==> src/rtl/regfile_write_decoder.sv <==
// Registered write-enable decoder for the general register file.
// Turns per-port binary write addresses into one-hot strobes, resolves same-target
// collisions by fixed priority (highest port index wins) and keeps a busy bitmap
// that issue sets and writeback clears.
module regfile_write_decoder #(
    parameter int unsigned N         = 5,
    parameter int unsigned NPORTS    = 2,
    parameter int unsigned ZERO_HOLD = 1
) (
    input  logic                     CLK,
    input  logic                     RSTn,
    input  logic [NPORTS-1:0]        E,
    input  logic [NPORTS*N-1:0]      D,
    input  logic                     SETE,
    input  logic [N-1:0]             SETD,
    output logic [NPORTS*(1<<N)-1:0] O,
    output logic [(1<<N)-1:0]        WE,
    output logic [NPORTS-1:0]        CONF,
    output logic [(1<<N)-1:0]        BUSY,
    output logic                     HAZ
);

    localparam int unsigned R = 1 << N;

    logic [N-1:0]          addr [NPORTS];
    logic [NPORTS-1:0]     req;
    logic [NPORTS-1:0]     win;
    logic [NPORTS-1:0]     conf_d, conf_q;
    logic [NPORTS*R-1:0]   o_d, o_q;
    logic [R-1:0]          we_d, we_q;
    logic [R-1:0]          set_vec;
    logic [R-1:0]          busy_d, busy_q;

    // Unpack addresses and qualify requests; hardwired register 0 requests vanish.
    always_comb begin
        for (int p = 0; p < NPORTS; p++) begin
            addr[p] = D[p*N +: N];
            req[p]  = E[p] && !((ZERO_HOLD != 0) && (addr[p] == '0));
        end
    end

    // A request wins unless a higher-index request targets the same register.
    always_comb begin
        win = req;
        for (int p = 0; p < NPORTS; p++) begin
            for (int q = 0; q < NPORTS; q++) begin
                if ((q > p) && req[q] && (addr[q] == addr[p])) begin
                    win[p] = 1'b0;
                end
            end
        end
        conf_d = req & ~win;
    end

    // One-hot strobe per winning port and the merged register-file write enable.
    always_comb begin
        o_d  = '0;
        we_d = '0;
        for (int p = 0; p < NPORTS; p++) begin
            for (int r = 0; r < R; r++) begin
                o_d[p*R + r] = win[p] && (addr[p] == r[N-1:0]);
            end
            we_d = we_d | o_d[p*R +: R];
        end
    end

    // Busy next state: issue set beats a same-cycle writeback clear.
    always_comb begin
        set_vec = '0;
        for (int r = 0; r < R; r++) begin
            set_vec[r] = SETE && (SETD == r[N-1:0]) && !((ZERO_HOLD != 0) && (r == 0));
        end
        busy_d = set_vec | (busy_q & ~we_d);
    end

    // Output and busy registers; reset drops any pending strobes and busy bits.
    always_ff @(posedge CLK or negedge RSTn) begin
        if (!RSTn) begin
            o_q    <= '0;
            we_q   <= '0;
            conf_q <= '0;
            busy_q <= '0;
        end else begin
            o_q    <= o_d;
            we_q   <= we_d;
            conf_q <= conf_d;
            busy_q <= busy_d;
        end
    end

    assign O    = o_q;
    assign WE   = we_q;
    assign CONF = conf_q;
    assign BUSY = busy_q;

    // WAW hazard view for issue: only edges already committed to BUSY are visible.
    assign HAZ = SETE && busy_q[SETD];

endmodule
==> config.mk <==
export PLATFORM = sky130hd
export DESIGN_NAME = regfile_write_decoder
export DESIGN_NICKNAME = d
export VERILOG_FILES = /design/src/rtl/regfile_write_decoder.sv
export SDC_FILE = /design/constraint.sdc
export NUM_CORES = 1
export LEC_CHECK = 0
export ABC_AREA = 1
export CAP_MARGIN = 0
export CORE_ASPECT_RATIO = 0.5
export CORE_MARGIN = 2
export CORE_UTILIZATION = 45
export DETAILED_ROUTE_END_ITERATION = 8
export PLACE_DENSITY_LB_ADDON = 0.25
export SETUP_SLACK_MARGIN = 0.1
export SYNTH_ARGS = -nofsm -noshare
export SYNTH_HDL_FRONTEND = slang
export SYNTH_SLANG_ARGS = --single-unit
==> constraint.sdc <==
create_clock -name CLK -period 1.48 [get_ports CLK]
set_input_delay 0.296 -clock CLK [delete_from_list [all_inputs] [get_ports CLK]]
set_output_delay 0.296 -clock CLK [all_outputs]
set_load 0.01 [all_outputs]
# Word-level counts from Yosys, hierarchy flattened

Index checks and enable logic that the tools add are counted.

Flip-flop bits (word level): 130
Word-level logic and storage cells: 211
Output and inout port bits: 131

Bitwise operators: 6
Equality and inequality tests: 94
Reductions and logical operators: 103
Multiplexer cells: 3
$lt $le $gt $ge: 1

Operators by type and width:

| cell                 | count |
|---|---|
| $eq A5 B5 Y1 const B | 48 |
| $eq A5 B4 Y1 const B | 24 |
| $logic_and A1 B1 Y1  | 99 |
| $or A32 B32 Y32      | 2 |
| $eq A5 B3 Y1 const B | 12 |
| $and A32 B32 Y32     | 1 |
| $not A32 Y32         | 1 |
| $eq A5 B2 Y1 const B | 6 |
| $eq A5 B1 Y1 const B | 3 |
| $logic_not A5 Y1     | 2 |
| $lt A5 B6 Y1 const B | 1 |
| $bmux W1 S5          | 1 |
| $eq A5 B5 Y1         | 1 |
| $and A2 B2 Y2        | 1 |
| $logic_not A1 Y1     | 2 |
| $mux W1              | 2 |
| $not A2 Y2           | 1 |

# Logic depth before layout (Yosys ltp)

Word-level depth: 10
Mapped depth: 10
Gate-level depth less buffers: 9

# Least setup slack after synthesis

No wires, ideal clock.

Kind: input to output
From: input port SETD[1]
To: output port HAZ
Buffers on the path: 1
Stages: 7
Data arrival time: 1.007 ns
Slack: 0.177 ns
Cell sequence: buf_2 > nand3_1 > nand2_1 > o21ai_0 > nand2_1 > o21ai_0 > nand2_1

Cells in the longest elaborated chain, start to end: 3

Ends and longest elaborated chain:

| item                          | line | RTL |
|---|---|---|
| from (decl)                   | 15   | `input logic [N-1:0] SETD,` |
| $bmux W1 S5                   | 97   | `assign HAZ = SETE && busy_q[SETD];` |
| $mux W1 (implied by the code) | 97   |  |
| $logic_and A1 B1 Y1           | 97   |  |
| to (decl)                     | 20   | `output logic HAZ` |

No other way between the ends. The select of a mux whose other input is x is not followed.

# Final worst setup path

From: register busy_q[7], in the netlist BUSY[7]
To: output port HAZ

Cells in the longest elaborated chain, start to end: 3

Ends and longest elaborated chain:

| item                          | line | RTL |
|---|---|---|
| from (decl)                   | 32   | `logic [R-1:0] busy_d, busy_q;` |
| from (signal assigned)        | 87   | `busy_q <= busy_d;` |
| $bmux W1 S5                   | 97   |  |
| $mux W1 (implied by the code) | 97   |  |
| $logic_and A1 B1 Y1           | 97   |  |

No other way between the ends. The select of a mux whose other input is x is not followed.

==> impl_metrics.ini <==
[clocking]
tritoncts = built
clock_path_buffers = 2
htreeDepth = 4
worst_skew_pair.late_latency_ns = 0.42
cts_root_buf = clkbuf_16
cts_sinks = 129
cts.clk_slew.worst_paths_ns = 0.06
numCtsBuffers = 17

[route]
vias = 5225
viasPerCell = 4.86
routed_wl_um = 19300
antenna_left = 0
drc = 0
drt-initial-drc-count = 396
drt_first_pass_iters = 6
routedWlPerCell_um = 17.9

[worst_setup_path]
crit_slowest_cell = dfrtp_1
r2r_slack_ns = 0.54
worstSetupStartpointType = flip-flop
arrival_ns = 1.62
crit_type = reg2out
worst-path-max-fanout = 2
cp_num_buf_inv = 1
end_kind = output pin
max_stage_delay_ns = 0.40
path_cells = nand3_1, nand2_1, o21ai_1, nand2_1, o21ai_1, nand2_2, buf_6
cp_top_family = flip-flops
required_ns = 1.18

[run_status]
status = finished with violations
violations = setup timing

[synthesis]
yosys-top-cells-area = dfrtp_1 (60%), nand2_1 (12%), inv_1 (7.1%)
async_flop_share = 1.00
ys_seq_area_frac = 0.597
synth_edf_count = 0
syn_area_per_cell_um2 = 8.78
synth_top_family_by_area = simple AND/OR/NAND/NOR gates
netlist_area_um2 = 5410
synth-compound-area-share = 0.00902
yosysMostFrequentCell = nand2_1
yosys.area.top_type = dfrtp_1
synth_top_area_frac = 0.597
synth_common_cells = nand2_1 (179), dfrtp_1 (129), inv_1 (102)
synthXorXnorAreaFrac = 0.00647
synth_cell_types = 19
syn_inst = 616
synth-adder-area-share = 0
yosys_register_bits = 129
yosys.area_share.simple = 0.294
synth_ff_type = dfrtp_1
yosys_warnings = 0
muxShareOfSynthArea = 0

[floorplan]
io_pins = 151
start_util = 0.460
rows = 28
dieHeight_um = 81.5
die_w_um = 159
die_area_um2 = 13000
core_um2 = 11800

[power]
leakagePower_nw = 5.24
powerDensity_nw_per_um2 = 1220
ir_worst_vdd_v = 0.000708
power_mw = 10.9

[sta]
setup_violations = 4
worst_slack_ns = -0.438
grt_setup_unrepaired = true
finalHoldViolCount = 0
fin_worst_skew_ns = 0
hold_slack_ns = 0.324
fmax_mhz = 521
period_share = 1.30
drv_slew = 0
fin_crit_ns = 1.92

[grt]
track_usage = 0.292
grt_antenna_before_repair = 1
grt_pass1_wl_um = 27900
grt_max_degree = 52
grt_pass1_vias = 5117
overflow = 0

[cells_and_area]
fin_area_um2 = 8910
area_delta_synth_final_pct = 64.6
fin_nets = 916
layout-drive-gt1-share = 0.283

[placed_design]
place_area_um2 = 7950
dpl.hpwl_um = 13400
gp_congestion = 0.933
io_buffers = 149

[job]
cap_violations = 0

[worst_hold_path]
hold_path_class = in2async
## per-stage QoR
step                      TNS [ns]  worst slack [ns]   util  instances
final                       -0.515            -0.438  0.757       1075
after global routing        -0.600            -0.490  0.757       1075
after CTS                   -0.398            -0.398  0.737       1068
after detailed placement    -58.70             -1.06  0.675       1030
after global placement      -56.95             -1.07  0.675       1030
after floorplan                  0             0.177      -        619
## flip-flops by register name (all words and copies together), names as in the netlist
register and flops:
WE 32, BUSY 32, CONF 1, O 64
## cell type report
cell class,instances,area (µm²)
flip-flops and latches,129,3230
fillers,869,2870
repair buffers,275,2610
multi-input cells,369,1790
clock buffers,21,480
inverters,104,390
well taps,165,206
clock inverters,11,200
diodes,1,2.50
## final timing paths
| kind | cells past startpoint | start | end |
|---|---|---|---|
| min in group CLK | 5 | SETD[0] | BUSY[16] |
| worst max-delay path | 7 | BUSY[7] | HAZ |
| max in group asynchronous | 3 | RSTn | BUSY[29] |
| worst min-delay path | 2 | RSTn | O[54] |
| worst max register to register | 4 | BUSY[16] | BUSY[16] |
| worst min register to register | 1 | BUSY[0] | BUSY[0] |
## power breakdown
part	leakage, nW	switching [mW]	internal [mW]
clock network	0.326	1.66	3.18
logic	3.17	0.993	1.10
registers	1.75	0.200	3.76
## metal layers
metal  track usage  part of all wire  vias up
met2         0.463              0.45      263
met5             0                 0        -
met3        0.0697             0.084       46
met4        0.0936             0.022        0
li1              -                 -     2414
met1         0.404              0.44     2502
## worst reg2reg max path: cells and delay by family, from the launching register on
kind / cells / cell delay [ns]
buffers and inverters: 2 / 0.27
DFF: 1 / 0.42
and+or+nand+nor: 2 / 0.15
## what timing repair did
action | in CTS | in global routing
gates resized for setup | 310 | 85
cloned | 1 | 1
pin swaps | 14 | 14
endpoints found under the hold margin | 19 | 0
hold buffers | 1 | 0
setup endpoints to repair | 238 | 82
setup buffers | 16 | 14
## cell families after synthesis
logic type	after synthesis
other	1
flip-flops	129
AO/OA/AOI/OAI	9
buffers and inverters	121
AND/OR/NAND/NOR	352
XOR/XNOR	4
## cell usage in the layout, fill, tap and decap left out, drive strengths merged, types with 5 or more instances in the layout
| master | synthesis | layout |
|---|---|---|
| buf | 12 | 159 |
| bufinv | 0 | 5 |
| clkbuf | 5 | 26 |
| clkdlybuf4s15 | 0 | 34 |
| dfrtp | 129 | 129 |
| dlygate4sd2 | 0 | 72 |
| inv | 104 | 105 |
| nand2 | 179 | 179 |
| nand3 | 72 | 72 |
| nand4 | 5 | 5 |
| nor2 | 96 | 96 |
| o21ai | 6 | 6 |
Note: power is estimated with default switching activity, not from simulation.
